$ cat src/rtl/reset_sequencer.sv
// ============================================================================
// Module   : reset_sequencer
// Brief    : Lock-qualified, index-ordered release of active-low domain resets
// Revision : 1.0
// ============================================================================
`default_nettype none

module reset_sequencer #(
  parameter int NUM_OUT     = 3,
  parameter int HOLD_CYCLES = 16,
  parameter int GAP_CYCLES  = 4
) (
  input  logic               clk,
  input  logic               rstn_async,
  input  logic               pll_lock,
  input  logic               sw_rst_req,
  output logic               sw_rst_ack,
  output logic [NUM_OUT-1:0] rstn_out,
  output logic               rst_done
);

  localparam int MAX_CNT = (HOLD_CYCLES > GAP_CYCLES) ? HOLD_CYCLES : GAP_CYCLES;
  localparam int CW      = $clog2(MAX_CNT + 1);
  localparam int IW      = (NUM_OUT > 1) ? $clog2(NUM_OUT) : 1;

  localparam logic [CW-1:0] HOLD_LAST = CW'(HOLD_CYCLES - 1);
  localparam logic [CW-1:0] GAP_LAST  = CW'(GAP_CYCLES - 1);
  localparam logic [IW-1:0] LAST_IDX  = IW'(NUM_OUT - 1);

  typedef enum logic [1:0] {
    S_HOLD    = 2'd0,
    S_RELEASE = 2'd1,
    S_RUN     = 2'd2
  } state_e;

  logic [1:0]         sync_q;
  logic               sw_prev_q;
  state_e             state_q;
  logic [CW-1:0]      cnt_q;
  logic [IW-1:0]      idx_q;
  logic [NUM_OUT-1:0] rstn_out_q;
  logic               rst_done_q;
  logic               sw_rst_ack_q;
  logic               rst_sync;
  logic               sw_req;

  // Async assert, sync deassert: the FSM leaves reset on the 2nd edge after release.
  always_ff @(posedge clk or negedge rstn_async) begin
    if (!rstn_async) begin
      sync_q    <= 2'b00;
      sw_prev_q <= 1'b0;
    end else begin
      sync_q    <= {sync_q[0], 1'b1};
      sw_prev_q <= sw_rst_req;
    end
  end

  assign rst_sync = sync_q[1];
  assign sw_req   = sw_rst_req & ~sw_prev_q;

  always_ff @(posedge clk or negedge rstn_async) begin
    if (!rstn_async) begin
      state_q      <= S_HOLD;
      cnt_q        <= '0;
      idx_q        <= '0;
      rstn_out_q   <= '0;
      rst_done_q   <= 1'b0;
      sw_rst_ack_q <= 1'b0;
    end else if (!rst_sync) begin
      state_q      <= S_HOLD;
      cnt_q        <= '0;
      idx_q        <= '0;
      rstn_out_q   <= '0;
      rst_done_q   <= 1'b0;
      sw_rst_ack_q <= 1'b0;
    end else begin
      // An accepted request is acknowledged even when lock loss wins the same edge.
      sw_rst_ack_q <= sw_req;
      if (!pll_lock || sw_req) begin
        state_q    <= S_HOLD;
        cnt_q      <= '0;
        idx_q      <= '0;
        rstn_out_q <= '0;
        rst_done_q <= 1'b0;
      end else begin
        case (state_q)
          S_HOLD: begin
            if (cnt_q == HOLD_LAST) begin
              rstn_out_q[0] <= 1'b1;
              cnt_q         <= '0;
              if (NUM_OUT == 1) begin
                idx_q      <= '0;
                rst_done_q <= 1'b1;
                state_q    <= S_RUN;
              end else begin
                idx_q   <= IW'(1);
                state_q <= S_RELEASE;
              end
            end else begin
              cnt_q <= cnt_q + CW'(1);
            end
          end
          S_RELEASE: begin
            if (cnt_q == GAP_LAST) begin
              for (int i = 0; i < NUM_OUT; i++) begin
                if (idx_q == IW'(i)) begin
                  rstn_out_q[i] <= 1'b1;
                end
              end
              cnt_q <= '0;
              if (idx_q == LAST_IDX) begin
                idx_q      <= '0;
                rst_done_q <= 1'b1;
                state_q    <= S_RUN;
              end else begin
                idx_q <= idx_q + IW'(1);
              end
            end else begin
              cnt_q <= cnt_q + CW'(1);
            end
          end
          S_RUN: begin
            state_q <= S_RUN;
          end
          default: begin
            state_q    <= S_HOLD;
            cnt_q      <= '0;
            idx_q      <= '0;
            rstn_out_q <= '0;
            rst_done_q <= 1'b0;
          end
        endcase
      end
    end
  end

  assign rstn_out   = rstn_out_q;
  assign rst_done   = rst_done_q;
  assign sw_rst_ack = sw_rst_ack_q;

endmodule

`default_nettype wire

$ cat config.mk
export PLATFORM = sky130hd
export DESIGN_NAME = reset_sequencer
export DESIGN_NICKNAME = d
export VERILOG_FILES = /design/src/rtl/reset_sequencer.sv
export SDC_FILE = /design/constraint.sdc
export NUM_CORES = 1
export LEC_CHECK = 0
export BUFFER_PORTS_ARGS = -buffer_cell sky130_fd_sc_hd__buf_2
export CORE_ASPECT_RATIO = 0.75
export CORE_MARGIN = 2
export CORE_UTILIZATION = 40
export DETAILED_ROUTE_END_ITERATION = 7
export GPL_TIMING_DRIVEN = 0
export PLACE_DENSITY = 0.6
export SYNTH_ARGS = -nofsm -noshare
export SYNTH_HDL_FRONTEND = slang
export SYNTH_SLANG_ARGS = --single-unit
$ cat constraint.sdc
create_clock -name clk -period 2 [get_ports clk]
set_input_delay 0 -clock clk [delete_from_list [all_inputs] [get_ports clk]]
set_output_delay 0 -clock clk [all_outputs]
set_load 0.005 [all_outputs]
==> reports/metrics.yaml, run 1 <==
outcome:
  outcome: "finished clean"
hold_path:
  min_path_type: "primary input to async pin"
setup_path:
  crit_slowest_cell: "or4b_4"
  r2r_cells: 6
  cp_num_buf_inv: 1
  cp.required_ps: 2190
  path_class: "flop to flop"
  reg2reg_slack_ps: 60
  path_max_fanout: 5
  crit_arrival_ps: 2140
  cp_slowest_stage_delay_ps: 510
  cp_top_family: "simple AND/OR/NAND/NOR gates"
  cp-end-kind: "flop"
  cp.depth: 6
  start_kind: "flop"
  path_cells: "ha_4 -> buf_4 -> or4b_4 -> a211oi_4 -> nor2_1 -> a211oi_1"
  r2r-start: "cnt_q[1]"
  rr_endpoint: "idx_q[0]"
grt:
  grt_pass1_vias: 576
  antenna_found_initial: 0
  gr-usage-all-layers: 0.1543
  grt_pass1_wl_microns: 2787
  grt_max_degree: 17
  overflow: 0
yosys:
  avgSynthCellArea_sq_um: 9.762
  netlist_instances: 86
  yosys.cell_types.count: 31
  synth_nets: 96
  yosysSeqAreaShare: 0.4769
  yosysWarnings: 0
  netlist_area_sq_um: 839.6
  ys_ff_latch: 16
route:
  viasPerCell: 5.313
  ant_nets: 0
  drt-initial-drc-count: 37
  drt_pre_antenna_iters: 4
  drt_wl_total_microns: 1743
  wl_per_cell_microns: 13.62
  via_count: 680
  drc_errors: 0
die:
  core-area_sq_mm: 0.001997
  die_width_microns: 56.90
  ios: 9
  die-height_microns: 43.68
  initial_core_util: 0.4204
  dieArea_sq_mm: 0.002485
  rows: 14
placed_design:
  gp_congestion: 0.8801
  dp_hpwl_microns: 1102
  dpl_worst_slack_ps: -29.12
  place_inst: 118
  placement.io_buffers: 8
cts:
  cts_inserted_buffers: 3
  clock-root-buffer: "clkbuf_4"
  clk_path_buf_depth: 2
  path_clk_slew_ps: 110
  cts.sinks: 16
  insertion_delay_ps: 300
  h-tree-depth: 1
  cts_tree: "yes"
layout:
  antenna_cells: 0
  drive_above_1_share: 0.2596
  fillCellCount: 198
  fin_nets: 115
  area_growth_pct: 22.95
  layout_commonest_cell: "dfrtp_1"
  final_core_util: 0.5169
  final_cells: 128
  final_cell_mix: "dfrtp_1 (16), nor2_1 (9), buf_2 (8)"
power_and_ir_drop:
  p_per_area_mw_per_mm2: 566.6
  p_total_w: 0.0005848
  irDropWorstVdd_mv: 0.5056
  leakage_nw: 0.4523
timing:
  fmax_mhz: 515.3
  maxSlewViolCount: 0
  clock_skew_ps: 10.66
  min_period_ps: 1941
  rsz0062_at_grt: "yes"
  worst_slack_ps: 59.50
  period_share: 0.9703
  hold_viol_final: 0
  setup_viol: 0
job:
  drv_cap: 0
==> power breakdown <==
group	total (W)	switching (W)	leakage, nW	internal (W)
Sequential	0.000332	0.00000290	0.215	0.000329
Combinational	0.0000301	0.0000180	0.216	0.0000121
Clock	0.000223	0.000112	0.0210	0.000111
Total	0.000585	0.000133	0.452	0.000452
==> per-stage QoR <==
stage                     setup TNS, ps  cell area [sq um]  hold WS (ps)
after detailed placement         -29.12              909.6        -64.31
after global placement           -26.88              909.6        -64.23
after global routing             -47.60               1032         151.1
after floorplan                       0              839.6        -295.6
final                                 0               1032         132.7
after CTS                             0              974.7         144.4
==> worst register-to-register path: cells and delay by family, from the launching register on <==
family                     cells  cell delay (ps)
adders and majority gates      1              160
buffers and inverters          1              100
AOI/OAI and AO/OA              2              580
DFF                            1              430
and+or+nand+nor                2              580
==> cell type report <==
| type | count | area [sq um] | share of cell area |
|---|---|---|---|
| Buffer | 2 | 11.26 | 0.01091 |
| Clock buffer | 4 | 36.28 | 0.03515 |
| Inverter | 7 | 26.28 | 0.02545 |
| Multi-Input combinational cell | 60 | 430.4 | 0.4170 |
| Sequential cell | 16 | 400.4 | 0.3879 |
| Tap cell | 24 | 30.03 | 0.02909 |
| Timing Repair Buffer | 15 | 97.59 | 0.09455 |
==> cell families after synthesis <==
group / count (synthesis) / share of synthesized area
other: 1 / 0.004467
AO/OA/AOI/OAI: 20 / 0.1520
adder cells (fa/ha/maj): 6 / 0.08942
multiplexers: 1 / 0.01192
AND/OR/NAND/NOR: 31 / 0.2057
XOR/XNOR: 1 / 0.01043
buffers and inverters: 10 / 0.04919
flip-flops: 16 / 0.4769
==> flip-flops by register name, indices dropped and copies added (netlist names) <==
register	count
cnt_q	5
idx_q	2
rst_done	1
rstn_out	2
state_q	2
sw_prev_q	1
sw_rst_ack	1
sync_q	2
==> per-layer routing <==
metal / share of wire / global-route usage / up-vias / wire length, microns
met5: 0 / 0 / - / 0
met4: 0.0040 / 0.02791 / 0 / 7
met3: 0.054 / 0.06269 / 2 / 94
met2: 0.45 / 0.2276 / 16 / 790
met1: 0.49 / 0.2178 / 328 / 851
li1: - / - / 334 / -
==> cells in the mapped netlist <==
master	count	area, sq um
dfrtp_1	16	400.4
a21oi_1	9	45.04
nor2_1	9	33.78
inv_1	7	26.28
ha_1	6	75.07
o21ai_0	5	25.02
nand2_1	4	15.01
nand2b_1	3	18.77
and2b_1	2	15.01
clkbuf_1	2	7.510
nand3_1	2	10.01
nor3_1	2	10.01
a211oi_1	1	7.510
a211oi_4	1	20.02
a2bb2oi_1	1	8.760
a31oi_1	1	6.260
and3_1	1	6.260
buf_4	1	7.510
conb_1	1	3.750
mux2i_1	1	10.01
nand4_1	1	6.260
nand4b_1	1	8.760
nor2b_1	1	6.260
nor4_1	1	6.260
nor4b_1	1	8.760
o21a_1	1	7.510
o31ai_1	1	7.510
or3_1	1	6.260
or4_1	1	7.510
or4b_4	1	13.76
xor2_1	1	8.760
==> repair_timing <==
item	in CTS	in global routing
setup endpoints to repair	1	3
buffers inserted	1	4
hold endpoints to repair	18	0
hold buffers	2	0
pin swaps	0	4
resized for setup	1	7
==> worst max-delay path by stage <==
stage                     startpoint       end  slack, ps
after floorplan             cnt_q[0]  cnt_q[2]        150
after global placement      cnt_q[0]  cnt_q[2]        -30
after detailed placement    cnt_q[0]  cnt_q[2]        -30
after CTS                   cnt_q[1]  cnt_q[2]         10
after global routing        cnt_q[1]  cnt_q[2]        -20
final                       cnt_q[1]  idx_q[0]         60
(Power assumes the default switching activity.)
==> inputs of run 2 (changes only) <==
--- a/config.mk
+++ b/config.mk
@@ -10,7 +10,6 @@
 export CORE_MARGIN = 2
 export CORE_UTILIZATION = 40
 export DETAILED_ROUTE_END_ITERATION = 7
-export GPL_TIMING_DRIVEN = 0
 export PLACE_DENSITY = 0.6
 export SYNTH_ARGS = -nofsm -noshare
 export SYNTH_HDL_FRONTEND = slang
==> reports/metrics.yaml, run 2 (synthesis results as in run 1) <==
cts:
  insertion_delay_ps: 290  # was 300 ps
  cts_tree: "yes"  # unchanged
  cts.sinks: 16  # unchanged
  cts_resized: 0  # was 1
  clk_path_buf_depth: 2  # unchanged
  path_clk_slew_ps: 100  # was 110 ps
  cts_inserted_buffers: 3  # unchanged
  clock-root-buffer: "clkbuf_4"  # unchanged
  h-tree-depth: 1  # unchanged
timing:
  setup-tns-final_ps: 0  # unchanged
  rsz0062_at_grt: "no"  # was yes
  period_share: 0.9384  # was 0.9703
  fmax_mhz: 532.8  # was 515.3 MHz
  hold_viol_final: 0  # unchanged
  setup_viol: 0  # unchanged
  min_period_ps: 1877  # was 1941 ps
  clock_skew_ps: 7.700  # was 10.66 ps
  maxSlewViolCount: 0  # unchanged
grt:
  grt_pass1_vias: 599  # was 576
  gr-usage-all-layers: 0.1533  # was 0.1543
  overflow: 0  # unchanged
  grt_pass1_wl_microns: 2815  # was 2787 microns
  grt_max_degree: 17  # unchanged
  antenna_found_initial: 0  # unchanged
setup_path:
  path_class: "flop to flop"  # unchanged
  path_max_fanout: 3  # was 5
  crit_path_end: "cnt_q[2]"  # was idx_q[0]
  rr_endpoint: "cnt_q[2]"  # was idx_q[0]
  r2r_cells: 8  # was 6
  cp-end-kind: "flop"  # unchanged
  path_cells: "ha_1 -> nand3_1 -> inv_1 -> ha_1 -> and2b_1 -> a21oi_1 -> or4_1 -> a21oi_1"  # was ha_4 -> buf_4 -> or4b_4 -> a211oi_4 -> nor2_1 -> a211oi_1
  r2r-start: "cnt_q[0]"  # was cnt_q[1]
  crit_slowest_cell: "dfrtp_1"  # was or4b_4
  reg2reg_slack_ps: 120  # was 60 ps
  start_kind: "flop"  # unchanged
  cp.required_ps: 2220  # was 2190 ps
  crit_path_start: "cnt_q[0]"  # was cnt_q[1]
  cp_slowest_stage_delay_ps: 410  # was 510 ps
  crit_arrival_ps: 2100  # was 2140 ps
power_and_ir_drop:
  pwr-share-seq: 0.616  # was 0.567
  p_total_w: 0.0005377  # was 0.0005848 W
  switching_share: 0.2378  # was 0.2277
  power_switching_w: 0.0001279  # was 0.0001332 W
  pwr-share-clk: 0.332  # was 0.382
  leakage_nw: 0.4278  # was 0.4523 nW
  irDropWorstVdd_mv: 0.3764  # was 0.5056 mV
  internal-power_w: 0.0004098  # was 0.0004517 W
  comb_power_share: 0.052  # was 0.051
  p_per_area_mw_per_mm2: 560.3  # was 566.6 mW/mm^2
layout:
  area_growth_pct: 14.31  # was 22.95%
  largest_reg_flops: 5  # unchanged
  regMostFlops: "cnt_q"  # unchanged
  drive_above_1_share: 0.1616  # was 0.2596
  layout.area.seq_sq_um: 400.4  # unchanged
  final_cell_mix: "dfrtp_1 (16), nor2_1 (9), a21oi_1 (9)"  # was dfrtp_1 (16), nor2_1 (9), buf_2 (8)
  fin_nets: 111  # was 115
  antenna_cells: 0  # unchanged
  layout_commonest_cell: "dfrtp_1"  # unchanged
  multi_input_area_sq_um: 397.9  # was 430.4 sq um
  fillCellCount: 207  # was 198
die:
  die_width_microns: 56.90  # unchanged
  rows: 14  # unchanged
  dieArea_sq_mm: 0.002485  # unchanged
  die-height_microns: 43.68  # unchanged
  core-area_sq_mm: 0.001997  # unchanged
  ios: 9  # unchanged
  initial_core_util: 0.4204  # unchanged
route:
  wl_per_cell_microns: 13.30  # was 13.62 microns
  ant_nets: 0  # unchanged
  via_count: 642  # was 680
  drt_wl_total_microns: 1636  # was 1743 microns
  drt-initial-drc-count: 11  # was 37
  viasPerCell: 5.220  # was 5.313
  drc_errors: 0  # unchanged
  drt_pre_antenna_iters: 4  # unchanged
placed_design:
  gp_congestion: 0.7954  # was 0.8801
  dp_hpwl_microns: 1207  # was 1102 microns
  placement.io_buffers: 8  # unchanged
outcome:
  outcome: "finished clean"  # unchanged
job:
  drv_cap: 0  # unchanged
hold_path:
  min_path_type: "primary input to flop"  # was primary input to async pin
run 2: final cells by class:
cell class              instances  area share
inverters                       7     0.02738
clock buffers                   3     0.02347
multi-input cells              60      0.4146
well taps                      24     0.03129
flip-flops and latches         16      0.4172
repair buffers                 13     0.08605
run 2: routing by layer:
layer  track usage  up-vias  share of wire
met1        0.2086      307           0.50
met3       0.05373        2          0.051
met2        0.2345       11           0.44
met5             0        -              0
li1              -      322              -
met4       0.04186        0         0.0079
run 2: stage by stage:
step | setup WS (ps) | instance area (sq um) | cells | utilization | hold slack, ps
after floorplan | 153.6 | 839.6 | 86 | - | -295.6
after global placement | 152.0 | 909.6 | 117 | 0.4555 | -64.32
after detailed placement | 101.2 | 909.6 | 117 | 0.4555 | -58.49
after CTS | 95.00 | 952.2 | 122 | 0.4768 | 130.5
after global routing | 3.198 | 959.7 | 123 | 0.4806 | 166.2
final | 123.1 | 959.7 | 123 | 0.4806 | 143.1
run 2: power by group through the flow:
| stage | Clock [W] | Combinational, W | Sequential [W] |
|---|---|---|---|
| after floorplan | 0 | 0.0000105 | 0.000337 |
| final | 0.000178 | 0.0000282 | 0.000331 |
| after global routing | 0.000198 | 0.0000331 | 0.000332 |
| after detailed placement | 0 | 0.0000241 | 0.000338 |
| after global placement | 0 | 0.0000239 | 0.000337 |
| after CTS | 0.000190 | 0.0000271 | 0.000331 |
run 2: timing repair:
| action | CTS | global route |
|---|---|---|
| endpoints found under the setup margin | 0 | 3 |
| hold buffers | 2 | 0 |
| hold endpoints to repair | 18 | 0 |
| setup buffers | 0 | 1 |
run 2: worst min-delay path by stage:
stage	from	endpoint	slack, ps	cells past startpoint
2_1_floorplan	rstn_async	cnt_q[0]	-300	0
3_3_place_gp	rstn_async	cnt_q[1]	-60	1
3_5_place_dp	rstn_async	cnt_q[4]	-60	1
4_1_cts	pll_lock	cnt_q[2]	130	3
5_1_grt	pll_lock	idx_q[0]	170	3
6_report	pll_lock	state_q[1]	140	4
run 2: worst max-delay path, delay by kind of cell, from the launching register on:
kind	cells	cell delay (ps)
and+or+nand+nor	3	740
adders and majority gates	2	410
DFF	1	410
AOI/OAI and AO/OA	2	200
buffers and inverters	1	50
==> inputs of run 3 (changes only) <==
--- a/config.mk
+++ b/config.mk
@@ -8,9 +8,9 @@
 export BUFFER_PORTS_ARGS = -buffer_cell sky130_fd_sc_hd__buf_2
 export CORE_ASPECT_RATIO = 0.75
 export CORE_MARGIN = 2
-export CORE_UTILIZATION = 40
+export CORE_UTILIZATION = 35
 export DETAILED_ROUTE_END_ITERATION = 7
-export PLACE_DENSITY = 0.6
+export PLACE_DENSITY = 0.54
 export SYNTH_ARGS = -nofsm -noshare
 export SYNTH_HDL_FRONTEND = slang
 export SYNTH_SLANG_ARGS = --single-unit
==> reports/metrics.yaml, run 3 (synthesis results as in run 1) <==
cts:
  cts_inserted_buffers: 3  # unchanged
  clock-root-buffer: "clkbuf_4"  # unchanged
  cts.sinks: 16  # unchanged
  insertion_delay_ps: 290  # about the same
  cts_tree: "yes"  # unchanged
  clk_path_buf_depth: 2  # unchanged
  path_clk_slew_ps: 100  # about the same
  h-tree-depth: 1  # unchanged
setup_path:
  path_class: "flop to flop"  # unchanged
  reg2reg_slack_ps: 90  # was 120 ps
  r2r-start: "cnt_q[1]"  # was cnt_q[0]
  crit_arrival_ps: 2120  # was 2100 ps
  cp-end-kind: "flop"  # unchanged
  rr_endpoint: "cnt_q[2]"  # unchanged
  r2r_cells: 8  # unchanged
  crit_path_start: "cnt_q[1]"  # was cnt_q[0]
  cp.required_ps: 2220  # about the same
  crit_path_end: "cnt_q[2]"  # unchanged
  path_max_fanout: 3  # unchanged
  start_kind: "flop"  # unchanged
power_and_ir_drop:
  switching_share: 0.2206  # was 0.2378
  pwr-share-seq: 0.572  # was 0.616
  internal-power_w: 0.0004509  # was 0.0004098 W
  irDropWorstVdd_mv: 0.3865  # was 0.3764 mV
  p_total_w: 0.0005786  # was 0.0005377 W
  pwr-share-clk: 0.378  # was 0.332
  p_per_area_mw_per_mm2: 561.9  # was 560.3 mW/mm^2
  leakage_nw: 0.4490  # was 0.4278 nW
  power_switching_w: 0.0001277  # was 0.0001279 W
  comb_power_share: 0.050  # was 0.052
layout:
  area_growth_pct: 22.65  # was 14.31%
  antenna_cells: 0  # unchanged
  drive_above_1_share: 0.2500  # was 0.1616
  fin_nets: 115  # was 111
  largest_reg_flops: 5  # unchanged
  final_cell_mix: "dfrtp_1 (16), nor2_1 (9), a21oi_1 (8), buf_2 (8), buf_4 (7)"  # was dfrtp_1 (16), nor2_1 (9), a21oi_1 (9)
  regMostFlops: "cnt_q"  # unchanged
  final_core_util: 0.4497  # was 0.4806
  layout_commonest_cell: "dfrtp_1"  # unchanged
  fillCellCount: 243  # was 207
grt:
  antenna_found_initial: 0  # unchanged
  gr-usage-all-layers: 0.1415  # was 0.1533
  grt_pass1_vias: 563  # was 599
  grt_pass1_wl_microns: 2760  # was 2815 microns
  overflow: 0  # unchanged
  grt_max_degree: 17  # unchanged
route:
  ant_nets: 0  # unchanged
  wl_per_cell_microns: 12.57  # was 13.30 microns
  drt_wl_total_microns: 1735  # was 1636 microns
  drt-initial-drc-count: 29  # was 11
  drt_pre_antenna_iters: 4  # unchanged
  drc_errors: 0  # unchanged
  via_count: 659  # was 642
  viasPerCell: 4.775  # was 5.220
outcome:
  outcome: "finished clean"  # unchanged
job:
  drv_cap: 0  # unchanged
die:
  die_width_microns: 60.56  # was 56.90 microns
  initial_core_util: 0.3667  # was 0.4204
  rows: 15  # was 14
  core-area_sq_mm: 0.002290  # was 0.001997 sq mm
  ios: 9  # unchanged
  die-height_microns: 46.42  # was 43.68 microns
  dieArea_sq_mm: 0.002811  # was 0.002485 sq mm
timing:
  setup_viol: 0  # unchanged
  min_period_ps: 1909  # was 1877 ps
  clock_skew_ps: 1.513  # was 7.700 ps
  setup-tns-final_ps: 0  # unchanged
  fmax_mhz: 524.0  # was 532.8 MHz
  period_share: 0.9543  # was 0.9384
  hold_viol_final: 0  # unchanged
  fin_hold_ws_ps: 141.8  # was 143.1 ps
  maxSlewViolCount: 0  # unchanged
placed_design:
  placement.io_buffers: 8  # unchanged
  gp_congestion: 0.8575  # was 0.7954
  dp_hpwl_microns: 1195  # was 1207 microns
hold_path:
  min_path_type: "primary input to async pin"  # was primary input to flop
-- run 3: changes by cell type in the layout (fill, tap and decap cells not counted), sizes merged --
cell and delta:
clkbuf +1, buf +4
-- run 3: timing repair --
item / 4_1_cts / 5_1_grt
setup endpoints to repair: 0 / 3
hold endpoints to repair: 18 / 0
resized for setup: 0 / 5
setup buffers: 0 / 5
hold buffers: 2 / 0
-- run 3: per-stage QoR --
step	std cells	setup WS, ps	cell area [sq um]
after floorplan	86	153.6	839.6
after global placement	127	131.5	922.1
after detailed placement	127	90.19	922.1
after CTS	133	73.10	978.4
after global routing	138	-16.18	1030
final	138	91.48	1030
-- run 3: per-layer routing --
| metal | up-vias | track usage | wire length (microns) |
|---|---|---|---|
| met2 | 7 | 0.1957 | 731 |
| li1 | 332 | - | - |
| met1 | 318 | 0.2129 | 937 |
| met4 | 0 | 0.01304 | 7 |
| met5 | - | 0 | 0 |
| met3 | 2 | 0.05899 | 59 |
-- run 3: layout make-up --
| type | count | area (sq um) | area share |
|---|---|---|---|
| Timing Repair Buffer | 17 | 112.6 | 0.1094 |
| Inverter | 7 | 26.28 | 0.02552 |
| Sequential cell | 16 | 400.4 | 0.3888 |
| Multi-Input combinational cell | 60 | 411.6 | 0.3998 |
| Clock buffer | 4 | 36.28 | 0.03524 |
| Tap cell | 34 | 42.54 | 0.04131 |
-- run 3: worst min path at each step --
stage | start | slack (ps) | end | cells past startpoint
floorplan | rstn_async | -300 | cnt_q[0] | 0
global placement | rstn_async | -60 | state_q[1] | 1
detailed placement | rstn_async | -60 | state_q[1] | 1
CTS | pll_lock | 130 | idx_q[1] | 3
global route | rstn_async | 160 | sw_prev_q | 2
finish | rstn_async | 140 | state_q[1] | 2
-- run 3: power by group through the flow --
stage,Sequential [W],Clock (W),Combinational [W]
floorplan,0.000337,0,0.0000105
detailed placement,0.000338,0,0.0000242
CTS,0.000331,0.000226,0.0000271
finish,0.000331,0.000219,0.0000289
global placement,0.000337,0,0.0000238
global route,0.000332,0.000241,0.0000334
-- run 3: critical path: stages (launching register included) --
cell     delay [ps]
dfrtp_1         410
ha_2            210
nand3_2          80
inv_2            30
ha_2            160
and2b_1         220
a21oi_2          60
or4_1           530
a21oi_1         140
